==> src/rtl/mux_pkg.sv <==
// Shared definitions for the sequential N-to-1 multiplexer.
//   state_t     : FSM encoding (IDLE / MANUAL / SCAN)
//   MODE_*      : values of the mode input
//   dwell_w()   : width of a counter that must hold the value DWELL
package mux_pkg;

    typedef enum logic [1:0] {
        IDLE   = 2'd0,
        MANUAL = 2'd1,
        SCAN   = 2'd2
    } state_t;

    localparam logic MODE_MANUAL = 1'b0;
    localparam logic MODE_SCAN   = 1'b1;

    function automatic int unsigned dwell_w(input int unsigned dwell);
        return $clog2(dwell + 1);
    endfunction

endpackage

==> src/rtl/mux_dwell_ctr.sv <==
// Dwell counter for scan mode: counts 0..DWELL-1 while run is high,
// holds while run is low, and returns to 0 on clr.
//   clk, rst_n : clock, asynchronous active-low reset
//   run        : advance the counter this cycle
//   clr        : force the counter to 0 (wins over run)
//   count      : current counter value
//   tick       : counter is at DWELL-1 and run is high (advance point)
module mux_dwell_ctr
    import mux_pkg::*;
#(
    parameter int unsigned DWELL = 100,
    parameter int unsigned CW    = dwell_w(DWELL)
) (
    input  logic          clk,
    input  logic          rst_n,
    input  logic          run,
    input  logic          clr,
    output logic [CW-1:0] count,
    output logic          tick
);

    logic [CW-1:0] r_count;
    logic          w_at_end;

    // Equality compare, so DWELL=1 ticks on every running cycle.
    assign w_at_end = (r_count == CW'(DWELL - 1));

    always_ff @(posedge clk or negedge rst_n) begin
        if (!rst_n) begin
            r_count <= '0;
        end else if (clr) begin
            r_count <= '0;
        end else if (run) begin
            r_count <= w_at_end ? '0 : r_count + CW'(1);
        end
    end

    assign count = r_count;
    assign tick  = run & w_at_end;

endmodule

==> src/rtl/mux_n_to_1_seq.sv <==
// Registered N-to-1 multiplexer with manual select or automatic channel
// scanning with a programmable dwell time.
//   clk, rst_n : clock, asynchronous active-low reset
//   in_bus     : N channels of W bits, channel i at [i*W +: W]
//   sel        : manual channel select
//   mode       : 0 = manual, 1 = scan
//   en         : 0 pauses the block (outputs and dwell hold)
//   y          : registered selected data
//   cur_sel    : channel index currently driving y
//   y_valid    : y was sampled on an enabled cycle with a legal channel
//   wrap       : one-cycle pulse on the scan step from N-1 to 0
//   sel_err    : one-cycle pulse when manual sel >= N
module mux_n_to_1_seq
    import mux_pkg::*;
#(
    parameter int unsigned N     = 4,
    parameter int unsigned W     = 1,
    parameter int unsigned DWELL = 100,
    parameter int unsigned SELW  = $clog2(N)
) (
    input  logic              clk,
    input  logic              rst_n,
    input  logic [N*W-1:0]    in_bus,
    input  logic [SELW-1:0]   sel,
    input  logic              mode,
    input  logic              en,
    output logic [W-1:0]      y,
    output logic [SELW-1:0]   cur_sel,
    output logic              y_valid,
    output logic              wrap,
    output logic              sel_err
);

    localparam int unsigned     CW   = dwell_w(DWELL);
    localparam logic [SELW-1:0] LAST = SELW'(N - 1);

    state_t          r_state, w_state_nxt;
    logic [W-1:0]    r_y, w_y_nxt, w_pick;
    logic [SELW-1:0] r_cur_sel, w_cur_nxt, w_scan_nxt, w_idx;
    logic            r_wrap, w_wrap_nxt;
    logic            r_sel_err, w_err_nxt;
    logic            w_sel_ok, w_run, w_clr, w_tick;
    logic [CW-1:0]   w_count;
    logic            w_unused_count;

    // Dwell runs only while enabled in scan; manual mode discards partial dwell.
    assign w_run = en & (mode == MODE_SCAN);
    assign w_clr = en & (mode == MODE_MANUAL);

    mux_dwell_ctr #(
        .DWELL (DWELL),
        .CW    (CW)
    ) u_dwell (
        .clk   (clk),
        .rst_n (rst_n),
        .run   (w_run),
        .clr   (w_clr),
        .count (w_count),
        .tick  (w_tick)
    );

    // Steering uses only tick; the count is kept for observation.
    assign w_unused_count = ^w_count;

    assign w_sel_ok   = (32'(sel) < N);
    assign w_scan_nxt = (r_cur_sel == LAST) ? '0 : r_cur_sel + SELW'(1);

    // Channel that will drive y next, so y and cur_sel always agree.
    assign w_idx = (mode == MODE_SCAN) ? (w_tick ? w_scan_nxt : r_cur_sel) : sel;

    // Channel select; an out-of-range index yields 0 and is never loaded.
    always_comb begin
        w_pick = '0;
        for (int unsigned i = 0; i < N; i++) begin
            if (w_idx == SELW'(i)) begin
                w_pick = in_bus[i*W +: W];
            end
        end
    end

    // Next state and next outputs; state is re-decoded from en/mode every cycle.
    always_comb begin
        w_state_nxt = IDLE;
        w_y_nxt     = r_y;
        w_cur_nxt   = r_cur_sel;
        w_wrap_nxt  = 1'b0;
        w_err_nxt   = 1'b0;

        if (en) begin
            w_state_nxt = (mode == MODE_SCAN) ? SCAN : MANUAL;
        end

        case (w_state_nxt)
            MANUAL: begin
                if (w_sel_ok) begin
                    w_cur_nxt = sel;
                    w_y_nxt   = w_pick;
                end else begin
                    w_err_nxt = 1'b1;
                end
            end
            SCAN: begin
                if (w_tick) begin
                    w_cur_nxt  = w_scan_nxt;
                    w_wrap_nxt = (r_cur_sel == LAST);
                end
                w_y_nxt = w_pick;
            end
            default: ;
        endcase
    end

    // State and output registers.
    always_ff @(posedge clk or negedge rst_n) begin
        if (!rst_n) begin
            r_state   <= IDLE;
            r_y       <= '0;
            r_cur_sel <= '0;
            r_wrap    <= 1'b0;
            r_sel_err <= 1'b0;
        end else begin
            r_state   <= w_state_nxt;
            r_y       <= w_y_nxt;
            r_cur_sel <= w_cur_nxt;
            r_wrap    <= w_wrap_nxt;
            r_sel_err <= w_err_nxt;
        end
    end

    assign y       = r_y;
    assign cur_sel = r_cur_sel;
    assign wrap    = r_wrap;
    assign sel_err = r_sel_err;
    // Valid after any enabled cycle except a rejected manual select.
    assign y_valid = (r_state != IDLE) & ~r_sel_err;

endmodule

==> config.mk <==
export PLATFORM = sky130hd
export DESIGN_NAME = mux_n_to_1_seq
export DESIGN_NICKNAME = d
export VERILOG_FILES = /design/src/rtl/mux_pkg.sv /design/src/rtl/mux_dwell_ctr.sv /design/src/rtl/mux_n_to_1_seq.sv
export SDC_FILE = /design/constraint.sdc
export NUM_CORES = 1
export LEC_CHECK = 0
export CORE_MARGIN = 2
export CORE_UTILIZATION = 51
export CTS_BUF_LIST = sky130_fd_sc_hd__clkbuf_2 sky130_fd_sc_hd__clkbuf_4 sky130_fd_sc_hd__clkbuf_8
export CTS_CLUSTER_SIZE = 28
export DETAILED_ROUTE_END_ITERATION = 10
export PLACE_DENSITY = 0.88
export SYNTH_ARGS = -nofsm -noshare
export SYNTH_HDL_FRONTEND = slang
export SYNTH_HIERARCHICAL = 1
export SYNTH_SLANG_ARGS = --single-unit
export TNS_END_PERCENT = 30
==> constraint.sdc <==
create_clock -name clk -period 2.7 [get_ports clk]
set_clock_uncertainty 0.1 [all_clocks]
set_input_delay 0.54 -clock clk [delete_from_list [all_inputs] [get_ports clk]]
set_output_delay 0.54 -clock clk [all_outputs]
set_load 0.05 [all_outputs]
; Word level (Yosys, flattened, before mapping)
; Index checks and enable logic that the tools add are counted.
; W data, S select, Z words.
[totals]
regBits = 13
input_bits = 10
out_inout_bits = 6
wordCells = 38
[op_classes]
n_addsub = 2
eq_ne = 7
mux = 15
n_bitwise = 4
n_reduce_logical = 5
[ops]
columns = op, n
row1 = $mux W7, 3
row2 = $mux W2, 5
row3 = $eq A2 B2 Y1 const B, 4
row4 = $add A7 B1 Y7 const B, 1
row5 = $eq A7 B7 Y1 const B, 1
row6 = $mux W1, 6
row7 = $reduce_bool A2 Y1, 3
row8 = $eq A2 B1 Y1 const B, 2
row9 = $pmux W2 S2, 1
row10 = $and A1 B1 Y1, 3
row11 = $add A2 B1 Y2 const B, 1
row12 = $logic_not A2 Y1, 1
row13 = $reduce_or A2 Y1, 1
row14 = $not A1 Y1, 1

; Logic depth before layout (Yosys ltp)
[depth]
word_depth = 9
ltp_mapped = 7
mapped_depth_nobuf = 7

; Cells and area by module
; The synthesis kept the hierarchy.
[modules_own_cells]
columns = mod, n_inst, cells_each, area_per_inst_um2, seq_area_each_um2
row1 = mux_dwell_ctr, 1, 42, 400.4, 175.2
row2 = mux_n_to_1_seq, 1, 30, 327.8, 150.1

; Worst setup path before layout
; Ideal clock, no wire load.
[synth_path]
path_type = reg-to-reg
startpoint = reg u_dwell.r_count[2], in the netlist u_dwell/count[2]
endpoint = reg r_y, in the netlist y
arrival_time_ns = 2.140
t_required_ns = 2.469
path_slack_ns = 0.329
stages_incl_launch_ff = 8
period_less_slack_ns = 2.371
path_cell_list = dfrtp_1 -> or4b_1 -> buf_2 -> nor3_1 -> mux2_1 -> mux2i_1 -> nand2b_1 -> o221ai_2
[synth_between]
elab_chain_len = 9
word_cells_on_any_way = 12
classes_between = eq/ne (4) / mux (6) / bitwise (1) / reduce/logical (1)
[synth_rtl]
columns = element, line
row1 = from (decl), mux_dwell_ctr.sv:22  ; logic [CW-1:0] r_count;
row2 = from (signal assigned), mux_dwell_ctr.sv:34  ; r_count <= w_at_end ? '0 : r_count + CW'(1);
row3 = $eq A7 B7 Y1 *, mux_dwell_ctr.sv:26  ; assign w_at_end = (r_count == CW'(DWELL - 1));
row4 = $and A1 B1 Y1 *, mux_dwell_ctr.sv:39  ; assign tick = run & w_at_end;
row5 = via w_tick, mux_n_to_1_seq.sv:42  ; logic w_sel_ok, w_run, w_clr, w_tick;
row6 = $mux W2 *, --
row7 = $mux W2 *, mux_n_to_1_seq.sv:69  ; assign w_idx = (mode == MODE_SCAN) ? (w_tick ? w_scan_nxt : r_cur_sel) : sel;
row8 = $logic_not A2 Y1, mux_n_to_1_seq.sv:75  ; if (w_idx == SELW'(i)) begin
row9 = $mux W1 (3 in a row), mux_n_to_1_seq.sv:75
row10 = $mux W1 *, mux_n_to_1_seq.sv:75
row11 = to (signal assigned), mux_n_to_1_seq.sv:123  ; r_y <= w_y_nxt;
row12 = to (decl), mux_n_to_1_seq.sv:38  ; logic [W-1:0] r_y, w_y_nxt, w_pick;
; The timed path passes the listed nets; every way through them passes the cells marked *.
; A chain may end at the register's enable or synchronous reset.

; Worst setup path after layout
; Ends and elaborated chain as after synthesis.

==> qor.yml <==
end_kind: "flip-flop"
htreeDepth: 1
yosysWarningCount: 6
synth_top_cell_by_area: "dfrtp_1"
post-cts-setup-buffers: 0
cts_tree: "done"
grt_first_pass_wirelength_um: 2760
n_antenna_cell: 0
antenna_found_initial: 0
final_max_slew_viol_count: 0
yosys.cell_types.count: 34
r2r_start: "u_dwell/count[2]"
max_slew_margin: 0.611
grtUsageMet3: 0.0696
initial_core_util: 0.553
rows: 13
timing.final.hold_violations: 0
max_stage_delay_ps: 680
async_flop_share: 1.00
busiest_layer: "met2"
ant_nets: 0
dpl.hpwl_um: 1180
cpMaxStageDelayCell: "or4b_1"
path_class: "flip-flop to flip-flop"
clk_pin_slew_ps: 70
netlist_area_um2: 728
grt_use_met2: 0.325
grt_setup_unrepaired: "no"
areaGrowthSynthToFinish_pct: 29.4
die_w_um: 41.8
synth-main-ff-cell: "dfrtp_1"
drt_iter0_drc: 12
overflow: 0
fin_ws_ps: 197
gp_congestion: 0.733
cts_inserted_buffers: 3
place_ws_ps: 119
io_pins: 16
path_cells: "or4b_1 -> nor3_1 -> buf_4 -> mux2_1 -> mux2i_1 -> nand2b_1 -> o221ai_2"
p_leak_nw: 0.406
cp_data_required_time_ps: 2750
die_h_um: 41.8
layout_common_cells: "clkdlybuf4s50_1 (14), dfrtp_1 (13), a21oi_1 (7)"
grt_util_met1: 0.264
drcViolationCount: 0
worstHoldPathType: "flip-flop to flip-flop"
cp.arrival_ps: 2560
core-area_mm2: 0.00132
grtUsageTotal: 0.205
max-cap-violations: 0
drive_gt1_frac: 0.161
via_per_inst: 5.73
setup_viol: 0
power_density_mw_per_mm2: 522
stdcell_count: 108
dr_total_vias: 619
holdBufCountCts: 0
critPathLaunch: "u_dwell/count[2]"
synth_edf_count: 0
cts_resized: 0
postSynthNetCount: 84
grt_max_degree: 14
die-area_mm2: 0.00175
drtPass1Iterations: 4
irDropWorstVdd_v: 0.000367
clock_sinks: 13
clock_path_buffers: 2
finalWirelength_um: 1550
start_kind: "flip-flop"
fmax_ghz: 0.399
ys_seq_area_frac: 0.447
crit_fanout: 7
grt_pass1_vias: 594
min_from: "y"
cts_root_buf: "clkbuf_4"
final_nets: 106
syn_inst: 72
ys_ff_latch: 13
synth_top_area_frac: 0.447
avgSynthCellArea_um2: 10.1
fin_tns_setup_ps: 0
placement.io_buffers: 14
final_common_cell: "clkdlybuf4s50_1"
synth.area.top_cells: "dfrtp_1 (45%), a21oi_1 (4.8%), mux2i_1 (4.1%)"
dpl.cell_count: 104
fin_crit_ps: 2500
tightest_slew_ps: 581
outcome: "finished clean"
clock_latency_ps: 280
wl_per_cell_um: 14.4
post-route-period-util: 0.927
==> final timing paths <==
check | to | slack (ps) | cells after the start
max | y | 200 | 7
max reg2reg | y | 200 | 7
min in group asynchronous | wrap | 520 | 1
max in group asynchronous | u_dwell/count[3] | 1590 | 1
min reg2reg | y | 420 | 2
min | y | 420 | 2
==> stage by stage <==
stage	area (um^2)	util	hold slack (ps)	power, mW
3_5_place_dp	912	0.692	411	0.366
4_1_cts	942	0.715	428	0.495
3_3_place_gp	912	0.692	383	0.360
6_report	942	0.715	420	0.492
5_1_grt	942	0.715	458	0.521
2_1_floorplan	728	-	144	0.313
==> kinds of logic after synthesis <==
family	after synthesis	synth area share
xor+xnor	3	0.0361
buf+inv	5	0.0326
simple gates	25	0.196
compound gates	19	0.192
flops	13	0.447
other cells	1	0.00515
fa+ha+maj	2	0.0344
mux	4	0.0567
==> power by group <==
group | switching, mW | internal (mW) | leakage (nW) | total (mW)
clock network | 0.0622 | 0.0674 | 0.0184 | 0.130
logic | 0.0709 | 0.0575 | 0.221 | 0.128
registers | 0.0215 | 0.212 | 0.166 | 0.234
==> per-layer routing <==
metal	vias up	wire [um]
met1	294	667
met4	0	18
li1	301	-
met5	-	0
met2	19	782
met3	5	82
==> worst max-delay path, delay by kind of cell (launching register included) <==
kind / cells / cell delay (ps)
and+or+nand+nor: 3 / 1060
muxes: 2 / 500
DFF: 1 / 440
buffers and inverters: 1 / 170
AOI/OAI and AO/OA: 1 / 110
==> sequential cells by signal, summed over array words and instances (netlist names) <==
register	flops
u_dwell/count	7
cur_sel	2
r_state	2
wrap	1
y	1
==> area by class of cell <==
cell class | instances | area (um^2)
fill | 105 | 375
timing repair buffer | 19 | 178
inverter | 3 | 11.3
tap | 15 | 18.8
multi-input combinational | 54 | 379
sequential | 13 | 325
clock buffer | 4 | 30.0
==> Yosys cell counts (all sizes together), types with 2 or more instances <==
cell type  count
buf            2
nand2b         3
nor2b          3
o21ai          2
ha             2
dfrtp         13
a21oi          8
o221ai         2
mux2i          3
nand4          2
nand2          6
nor2           3
inv            3
o31a           2
xor2           2
Note: power is estimated with default switching activity, not from simulation.
